## src/rtl/fp_pkg.sv

```systemverilog
// -----------------------------------------------------------------------------
// fp_pkg
// Shared constants and types for the floating-point adder post-add stage.
//   SUM_W   : integer adder width; layout {hidden, mantissa, extension bits}
//   EXP_W   : biased exponent width
//   MAN_W   : stored mantissa width
//   BIAS    : exponent bias
//   EXP_MAX : reserved all-ones exponent (infinity / overflow)
//   state_t : normalize/round controller states
// -----------------------------------------------------------------------------
package fp_pkg;

   localparam int SUM_W   = 32;
   localparam int EXP_W   = 8;
   localparam int MAN_W   = 23;
   localparam int BIAS    = 127;
   localparam int EXP_MAX = 255;

   // guard bit sits directly below the mantissa LSB
   localparam int G_POS   = SUM_W - 2 - MAN_W;

   typedef enum logic [1:0] {
      ST_IDLE  = 2'd0,
      ST_NORM  = 2'd1,
      ST_ROUND = 2'd2,
      ST_OUT   = 2'd3
   } state_t;

endpackage

```

## src/rtl/fp_round_rne.sv

```systemverilog
// -----------------------------------------------------------------------------
// fp_round_rne
// Combinational round-to-nearest-even and result packing for a normalized
// working word.
//   w           in  SUM_W   normalized word {hidden, mantissa, guard, round, sticky...}
//   e           in  EXP_W+1 working exponent (may exceed the field range)
//   sign        in  1       operand sign
//   r_sign      out 1       packed result sign
//   r_exp       out EXP_W   packed result exponent field
//   r_man       out MAN_W   packed result mantissa field
//   r_zero      out 1       exact zero result
//   r_overflow  out 1       result saturated to EXP_MAX
//   r_inexact   out 1       any discarded bit was set
// -----------------------------------------------------------------------------
module fp_round_rne
   import fp_pkg::*;
(
   input  logic [SUM_W-1:0] w,
   input  logic [EXP_W:0]   e,
   input  logic             sign,
   output logic             r_sign,
   output logic [EXP_W-1:0] r_exp,
   output logic [MAN_W-1:0] r_man,
   output logic             r_zero,
   output logic             r_overflow,
   output logic             r_inexact
);

   localparam logic [EXP_W:0] EXP_LIMIT = (EXP_W+1)'(EXP_MAX);

   logic             hidden;
   logic [MAN_W-1:0] man;
   logic             g_bit;
   logic             r_bit;
   logic             s_bit;
   logic             l_bit;
   logic             up;
   logic [MAN_W+1:0] sig;
   logic [EXP_W:0]   e_rnd;
   logic             w_zero;

   assign hidden = w[SUM_W-1];
   assign man    = w[SUM_W-2 -: MAN_W];
   assign g_bit  = w[G_POS];
   assign r_bit  = w[G_POS-1];
   assign s_bit  = |w[G_POS-2:0];
   assign l_bit  = w[G_POS+1];
   assign w_zero = (w == '0);

   // ties round up only when the kept LSB is odd
   assign up  = g_bit & (r_bit | s_bit | l_bit);
   assign sig = {1'b0, hidden, man} + {{(MAN_W+1){1'b0}}, up};

   // an all-ones significand rolling over bumps the exponent; the stored
   // mantissa bits are already zero in that case
   assign e_rnd = e + {{EXP_W{1'b0}}, sig[MAN_W+1]};

   always_comb begin
      r_sign     = sign;
      r_exp      = '0;
      r_man      = '0;
      r_zero     = 1'b0;
      r_overflow = 1'b0;
      r_inexact  = g_bit | r_bit | s_bit;
      if (w_zero) begin
         r_sign = 1'b0;
         r_zero = 1'b1;
      end else if (e_rnd >= EXP_LIMIT) begin
         r_exp      = EXP_LIMIT[EXP_W-1:0];
         r_overflow = 1'b1;
      end else begin
         r_man = sig[MAN_W-1:0];
         // no hidden bit after rounding means the value is subnormal
         r_exp = (sig[MAN_W+1] | sig[MAN_W]) ? e_rnd[EXP_W-1:0] : '0;
      end
   end

endmodule

```

## src/rtl/fp_normalize_round.sv

```systemverilog
// -----------------------------------------------------------------------------
// fp_normalize_round
// Post-add stage of the floating-point adder. Takes the raw significand sum
// and carry from the integer adder, normalizes it one bit per cycle, rounds to
// nearest-even and presents a packed result with status flags.
//
//   clk           in  1      clock
//   rst           in  1      synchronous active-high reset
//   in_valid      in  1      input word valid
//   in_ready      out 1      block can accept (IDLE only, low while rst)
//   in_sum        in  SUM_W  adder sum
//   in_carry      in  1      adder carry, honoured only for add
//   in_op         in  1      1 = add, 0 = subtract
//   in_sign       in  1      result sign
//   in_exp        in  EXP_W  larger operand's biased exponent
//   out_valid     out 1      result valid
//   out_ready     in  1      consumer accepts
//   out_sign/out_exp/out_man  out  packed result
//   out_zero/out_overflow/out_inexact  out  status flags
//
// state    | meaning
// ---------+----------------------------------------------------------
// ST_IDLE  | waiting for an input word, in_ready high
// ST_NORM  | one normalize step per cycle (right by one or left by one)
// ST_ROUND | rounder output captured into the result registers
// ST_OUT   | result held with out_valid high until out_ready
// -----------------------------------------------------------------------------
module fp_normalize_round
   import fp_pkg::*;
(
   input  logic             clk,
   input  logic             rst,
   input  logic             in_valid,
   output logic             in_ready,
   input  logic [SUM_W-1:0] in_sum,
   input  logic             in_carry,
   input  logic             in_op,
   input  logic             in_sign,
   input  logic [EXP_W-1:0] in_exp,
   output logic             out_valid,
   input  logic             out_ready,
   output logic             out_sign,
   output logic [EXP_W-1:0] out_exp,
   output logic [MAN_W-1:0] out_man,
   output logic             out_zero,
   output logic             out_overflow,
   output logic             out_inexact
);

   localparam logic [EXP_W:0] E_ONE = (EXP_W+1)'(1);

   state_t           state;
   state_t           state_nxt;

   logic [SUM_W:0]   w;
   logic [EXP_W:0]   e;
   logic             sign;

   logic             w_top;
   logic             w_hidden;
   logic             w_zero;
   logic             e_min;
   logic             norm_done;

   logic             rnd_sign;
   logic [EXP_W-1:0] rnd_exp;
   logic [MAN_W-1:0] rnd_man;
   logic             rnd_zero;
   logic             rnd_overflow;
   logic             rnd_inexact;

   assign w_top    = w[SUM_W];
   assign w_hidden = w[SUM_W-1];
   assign w_zero   = (w == '0);
   assign e_min    = (e == E_ONE);

   // anything other than a carry-out or a pending left shift ends normalization;
   // stopping at E==1 leaves the value subnormal instead of underflowing
   assign norm_done = w_zero | w_hidden | e_min;

   assign in_ready  = (state == ST_IDLE) & ~rst;
   assign out_valid = (state == ST_OUT);

   always_ff @(posedge clk) begin
      if (rst) begin
         state <= ST_IDLE;
      end else begin
         state <= state_nxt;
      end
   end

   always_comb begin
      state_nxt = state;
      case (state)
         ST_IDLE:  if (in_valid) state_nxt = ST_NORM;
         ST_NORM:  if (w_top || norm_done) state_nxt = ST_ROUND;
         ST_ROUND: state_nxt = ST_OUT;
         ST_OUT:   if (out_ready) state_nxt = ST_IDLE;
         default:  state_nxt = ST_IDLE;
      endcase
   end

   always_ff @(posedge clk) begin
      if (rst) begin
         w    <= '0;
         e    <= '0;
         sign <= 1'b0;
      end else begin
         case (state)
            ST_IDLE: begin
               if (in_valid) begin
                  // a borrow on subtract carries no magnitude
                  w    <= {in_carry & in_op, in_sum};
                  e    <= {1'b0, in_exp};
                  sign <= in_sign;
               end
            end
            ST_NORM: begin
               if (w_top) begin
                  // the bit shifted out is folded into the sticky position
                  w <= {1'b0, w[SUM_W:2], w[1] | w[0]};
                  e <= e + E_ONE;
               end else if (!norm_done) begin
                  w <= {w[SUM_W-1:0], 1'b0};
                  e <= e - E_ONE;
               end
            end
            default: ;
         endcase
      end
   end

   fp_round_rne u_round (
      .w          (w[SUM_W-1:0]),
      .e          (e),
      .sign       (sign),
      .r_sign     (rnd_sign),
      .r_exp      (rnd_exp),
      .r_man      (rnd_man),
      .r_zero     (rnd_zero),
      .r_overflow (rnd_overflow),
      .r_inexact  (rnd_inexact)
   );

   always_ff @(posedge clk) begin
      if (rst) begin
         out_sign     <= 1'b0;
         out_exp      <= '0;
         out_man      <= '0;
         out_zero     <= 1'b0;
         out_overflow <= 1'b0;
         out_inexact  <= 1'b0;
      end else if (state == ST_ROUND) begin
         out_sign     <= rnd_sign;
         out_exp      <= rnd_exp;
         out_man      <= rnd_man;
         out_zero     <= rnd_zero;
         out_overflow <= rnd_overflow;
         out_inexact  <= rnd_inexact;
      end
   end

endmodule

```

## config.mk

```make
export PLATFORM = sky130hd
export DESIGN_NAME = fp_normalize_round
export DESIGN_NICKNAME = d
export VERILOG_FILES = /design/src/rtl/fp_pkg.sv /design/src/rtl/fp_round_rne.sv /design/src/rtl/fp_normalize_round.sv
export SDC_FILE = /design/constraint.sdc
export NUM_CORES = 1
export LEC_CHECK = 0
export CORE_MARGIN = 1.5
export CORE_UTILIZATION = 55
export CTS_BUF_LIST = sky130_fd_sc_hd__clkbuf_8
export CTS_CLUSTER_SIZE = 30
export DETAILED_ROUTE_END_ITERATION = 8
export GPL_TIMING_DRIVEN = 0
export PLACE_DENSITY_LB_ADDON = 0.12
export SLEW_MARGIN = 10
export SYNTH_ARGS = -nofsm -noshare
export SYNTH_HDL_FRONTEND = slang
export SYNTH_SLANG_ARGS = --single-unit
```

## constraint.sdc

```tcl
create_clock -name clk -period 4.75 [get_ports clk]
set_input_delay 0.95 -clock clk [delete_from_list [all_inputs] [get_ports clk]]
set_output_delay 0.95 -clock clk [all_outputs]
set_load 0.05 [all_outputs]
```

# Word level (Yosys, flattened, before mapping)

Cells that the tools add are included.

Shift-type cells: 0
Add/subtract/negate cells: 4
Mux-type cells: 21
Bitwise gates (word level): 12
Divide/modulo/power cells: 0
$lt $le $gt $ge: 1
Eq/ne operators: 8
Multipliers: 0
Reduce and logical (&&, ||, !) cells: 10

Operators with widths:

| kind                                                | number |
|---|---|
| two-way mux 33 bit                                  | 3 |
| one-hot mux 33 bit (2 select lines)                 | 1 |
| two-way mux 23 bit                                  | 2 |
| zero test 33 bit                                    | 1 |
| zero test 32 bit                                    | 1 |
| two-way mux 9 bit                                   | 3 |
| adder 24 x 1 -> 25 bit                              | 1 |
| two-way mux 8 bit                                   | 3 |
| one-hot mux 9 bit (2 select lines)                  | 1 |
| adder 9 x 1 -> 9 bit                                | 1 |
| adder 9 x 1 -> 9 bit, second input constant         | 1 |
| equality test 9 x 1 -> 1 bit, second input constant | 1 |
| >= comparator 9 x 8 -> 1 bit, second input constant | 1 |
| subtractor 9 x 1 -> 9 bit, second input constant    | 1 |
| OR 1 bit                                            | 8 |
| one-hot mux 2 bit (4 select lines)                  | 1 |
| two-way mux 2 bit                                   | 3 |
| AND reduction 3 bit                                 | 2 |
| OR reduction 6 bit                                  | 1 |
| equality test 2 bit, second input constant          | 2 |
| two-way mux 1 bit                                   | 4 |
| inequality test 2 bit, second input constant        | 2 |
| AND reduction 2 bit                                 | 2 |
| bitwise AND 1 bit                                   | 3 |
| 7 further kinds                                     | 7 |

Memories kept: 0
Bits in read-only memories: 0
Output and inout port bits: 37
Logic and storage cells: 67
Latch bits: 0
Bits in writable memories: 0
Input port bits: 47
Flip-flop bits (word level): 80

# Longest topological paths before layout

Depth in word-level cells: 9
Depth in mapped cells: 15
Gate-level depth less buffers: 13

# Cells and area by module

A second synthesis with hierarchy kept.

Cell total of the unflattened synthesis: 597
Area, all modules: 4906.0 um^2

Modules (own cells, without submodules):

| module             | area an instance (um^2) | seq. area each (um^2) | instances | cells an instance |
|---|---|---|---|---|
| fp_normalize_round | 3962.6                  | 1601.5                | 1         | 449 |
| fp_round_rne       | 943.4                   | 0.0                   | 1         | 148 |

# Worst setup path before layout

OpenSTA, ideal clock, no wires.

Kind: reg2reg
From: reg w[7]
To: reg out_man[1]
Arrival time: 3.272 ns
Buffers on the path: 1
Required time: 4.633 ns
Setup time: 0.117 ns
Slack: 1.361 ns
Stages on the path, launching flop included: 15
Cells stage by stage: dfxtp_1 > clkbuf_2 > and2_1 > ha_1 > nand4_1 > nor3_1 > nand3_1 > nor2_1 > ha_1 > ha_1 > nand3_1 > or3_1 > a22oi_1 > a21oi_1 > a32o_1

Longest elaborated chain between the ends: 6
Elaborated cells on any way between the ends: 7

RTL lines:

| item                         | RTL line                  | RTL |
|---|---|---|
| start: declaration           | fp_normalize_round.sv:55  | `logic [SUM_W:0] w;` |
| start signal: assignment     | fp_normalize_round.sv:113 | `w <= {in_carry & in_op, in_sum};` |
| start signal: assignment     | fp_normalize_round.sv:121 | `w <= {1'b0, w[SUM_W:2], w[1] \| w[0]};` |
| start signal: assignment     | fp_normalize_round.sv:124 | `w <= {w[SUM_W-1:0], 1'b0};` |
| bitwise AND 1 bit            | fp_round_rne.sv:51        | `assign up = g_bit & (r_bit \| s_bit \| l_bit);` |
| adder 24 x 1 -> 25 bit       | fp_round_rne.sv:52        | `assign sig = {1'b0, hidden, man} + {{(MAN_W+1){1'b0}}, up};` |
| adder 9 x 1 -> 9 bit         | fp_round_rne.sv:56        | `assign e_rnd = e + {{EXP_W{1'b0}}, sig[MAN_W+1]};` |
| >= comparator 9 x 8 -> 1 bit | fp_round_rne.sv:68        | `end else if (e_rnd >= EXP_LIMIT) begin` |
| two-way mux 23 bit           | fp_round_rne.sv:68        |  |
| two-way mux 23 bit (*)       | fp_round_rne.sv:65        | `if (w_zero) begin` |
| end signal: assignment       | fp_normalize_round.sv:156 | `out_man <= rnd_man;` |
| end: declaration             | fp_normalize_round.sv:44  | `output logic [MAN_W-1:0] out_man,` |

Every way passes the cells marked *; elsewhere a longest branch is shown, timed or not.
A chain may end at the register's enable or synchronous reset.

# Worst setup path after layout

From: reg w[8]
To: reg out_man[1]

Longest elaborated chain between the ends: 7
Elaborated cells on any way between the ends: 8

RTL lines:

| item                         | RTL line |
|---|---|
| OR 1 bit                     | fp_round_rne.sv:51 |
| bitwise AND 1 bit            | fp_round_rne.sv:51 |
| adder 24 x 1 -> 25 bit       | fp_round_rne.sv:52 |
| adder 9 x 1 -> 9 bit         | fp_round_rne.sv:56 |
| >= comparator 9 x 8 -> 1 bit | fp_round_rne.sv:68 |
| two-way mux 23 bit           | fp_round_rne.sv:68 |
| two-way mux 23 bit (*)       | fp_round_rne.sv:65 |

Marks and branches as above.

==> impl_metrics.py <==
metrics = {
    "global_route": {
        "grt_pass1_wl_um": 24170,
        "grt_pass1_vias": 4908,
        "grt_usage_pct": 30.85,
        "grt_max_degree": 15,
        "antenna_found_initial": 0,
        "grt_overflow_total": 0,
    },
    "drt": {
        "viasPerCell": 6.361,
        "vias": 5229,
        "ant_nets": 0,
        "dr.pass1.iters": 6,
        "drc": 0,
        "drtIter0Drc": 515,
        "post_drt_wl_per_cell_um": 18.02,
        "totalWireLength_um": 14820,
    },
    "worst_setup_path": {
        "critPathSlowestCell": "nor3_1",
        "critPathArrivalTime_ps": 4450,
        "critical_path_class": "register to register",
        "crit_path_max_incr_delay_ps": 650,
        "end_kind": "register",
        "cp.required_ps": 4990,
        "path_common_cell": "ha_1",
        "cp-start-kind": "register",
        "critical_path_peak_fanout": 10,
        "path_cells": "and2_1 -> ha_1 -> nand4_1 -> nor3_1 -> nand3_1 -> nor2_1 -> ha_1 -> ha_1 -> nand3_1 -> or3_1 -> a22oi_1 -> a21oi_1 -> a32o_1",
    },
    "pwr": {
        "combPwrFrac_pct": 56.2,
        "p_seq_share_pct": 27.8,
        "power.internal_w": 0.002053,
        "peakVddDrop_v": 0.0003585,
        "swShare_pct": 48.52,
        "p_leak_nw": 2.173,
        "p_per_area_nw_per_um2": 649.8,
        "clkPwrFrac_pct": 16.0,
        "p_sw_w": 0.001935,
    },
    "synthesis": {
        "synth-seq-cells": 80,
        "synth.area.top_cells": "dfxtp_1 33%, nand2_1 6.9%, a211oi_1 5.6%",
        "synth_area_leader_cell": "dfxtp_1",
        "synth_nets": 673,
        "netlist_area_sq_um": 4917,
        "synth-async-reset-ratio_pct": 0,
        "syn-instance-count": 615,
        "synth_edf_count": 0,
        "synth.top_cell.area_share_pct": 32.57,
        "ys_types": 64,
        "synth.avg_cell_area_sq_um": 7.995,
        "yosys_warnings": 0,
        "ys_seq_area_share_pct": 32.57,
        "synthFlopType": "dfxtp_1",
    },
    "cts": {
        "cts-htree-levels": 3,
        "ctsHoldBuffers": 0,
        "cts_sinks": 80,
        "path_clk_slew_ps": 100,
        "cts_root_buf": "clkbuf_8",
        "cts_tree": "done",
        "cts_setup_buffers": 0,
        "post_cts_resized": 0,
        "max-clock-path-buffers": 2,
        "clk_latency_ps": 360,
        "numCtsBuffers": 9,
    },
    "outcome": {
        "run_status": "finished, final reports clean",
    },
    "place": {
        "dp.cells": 806,
        "dpl.hpwl_um": 10500,
        "gp_congestion": 0.9290,
        "portBuffers": 83,
        "dp_slack_ps": 690.1,
    },
    "hold_path": {
        "min_path_type": "register to register",
    },
    "floorplanning": {
        "die-area_sq_um": 9517,
        "start_util_pct": 56.66,
        "die_w_um": 97.56,
        "rows": 34,
        "fp.coreArea_sq_um": 8678,
        "dieHeight_um": 97.56,
        "ios": 84,
    },
    "timing": {
        "final_hold_viol_count": 0,
        "fin_worst_skew_ps": 16.72,
        "fin_crit_sh_pct": 88.65,
        "rsz0062_at_grt": "false",
        "max-slew-margin-rel_pct": 50.50,
        "report.final.slew_viol_count": 0,
        "timing.fmax_mhz": 237.5,
        "setup_viol": 0,
        "finalCriticalPeriod_ps": 4211,
        "hold_ws_ps": 448.8,
        "tns_ps": 0,
        "fin_ws_ps": 539.3,
        "tightest_slew_ps": 736.9,
    },
    "layout": {
        "stdcell_count": 822,
        "nNetsFinal": 767,
        "final_common_cell": "nand2_1",
        "drive_above_1_share_pct": 9.244,
        "syn_to_final_growth_pct": 24.78,
        "layout_common_cells": "90 x nand2_1, 83 x clkdlybuf4s50_1, 80 x dfxtp_1, 48 x a21oi_1, 37 x a211oi_1",
        "diodes": 0,
    },
    "job": {
        "cap_violations": 0,
    },
}
==> worst max-delay path: cells and delay by family, from the launching register on <==
kind	cells	cell delay, ps
adder cells (fa/ha/maj)	3	700
flip-flops	1	550
AO/OA/AOI/OAI	3	870
AND/OR/NAND/NOR	7	1970
==> worst paths after layout <==
kind	start	to	slack (ps)	cells past startpoint
worst min-delay path	out_man[11]$_SDFFE_PP0P_	out_man[11]$_SDFFE_PP0P_	450	2
worst max-delay path	w[8]$_SDFFE_PP0P_	out_man[1]$_SDFFE_PP0P_	540	13
worst min register to register	out_man[11]$_SDFFE_PP0P_	out_man[11]$_SDFFE_PP0P_	450	2
worst max register to register	w[8]$_SDFFE_PP0P_	out_man[1]$_SDFFE_PP0P_	540	13
==> synth_stat cells, types with 15 or more instances <==
cell type	number
a311oi_1	29
a21oi_1	48
xor2_1	15
o21ai_1	24
a211oi_1	37
dfxtp_1	80
clkbuf_1	28
nand3_1	18
and3_1	30
nor2_1	20
buf_2	19
nand4_1	19
nand2_1	90
==> sequential cells by signal, indices dropped and copies added, names as in the netlist <==
signal	count
out_inexact	1
e	9
w	33
out_sign	1
state	2
sign	1
out_overflow	1
out_exp	8
out_man	23
out_zero	1
==> area by class of cell <==
type | count | area, sq um
plain buffers | 57 | 284.0
inverters | 14 | 52.55
well taps | 108 | 135.1
flip-flops and latches | 80 | 1602
clock buffers | 10 | 137.6
fillers | 768 | 2542
repair buffers | 83 | 830.8
multi-input cells | 464 | 2979
clock inverters | 6 | 115.1
==> stage by stage <==
| stage | instance area [sq um] | util (%) | total power, W |
|---|---|---|---|
| after floorplan | 4917 | - | 0.002678 |
| after global placement | 5883 | 67.79 | 0.003239 |
| after detailed placement | 5883 | 67.79 | 0.003285 |
| after CTS | 6136 | 70.70 | 0.003924 |
| after global routing | 6136 | 70.70 | 0.004214 |
| final | 6136 | 70.70 | 0.003987 |
==> cells by family after synthesis <==
| kind of cell | count (synthesis) | synth area share (%) |
|---|---|---|
| AND/OR/NAND/NOR | 232 | 25.04 |
| AO/OA/AOI/OAI | 191 | 27.33 |
| flip-flops | 80 | 32.57 |
| buffers and inverters | 71 | 6.845 |
| XOR/XNOR | 27 | 4.809 |
| adder cells (fa/ha/maj) | 11 | 2.799 |
| multiplexers | 3 | 0.6107 |
==> layer usage <==
layer / up-vias / track usage [%] / share of wire (%)
met2: 275 / 49.04 / 45
met5: - / 0 / 0
met1: 2412 / 42.11 / 45
met3: 44 / 4.604 / 8.0
li1: 2498 / - / -
met4: 0 / 12.20 / 2.8
==> power groups by stage <==
stage          clock network, W  logic, W  registers (W)
4_1_cts                0.000639   0.00219        0.00110
6_report               0.000640   0.00224        0.00111
5_1_grt                0.000666   0.00241        0.00114
2_1_floorplan                 0   0.00151        0.00116
3_5_place_dp                  0   0.00217        0.00111
3_3_place_gp                  0   0.00214        0.00110
(Power assumes the default switching activity.)
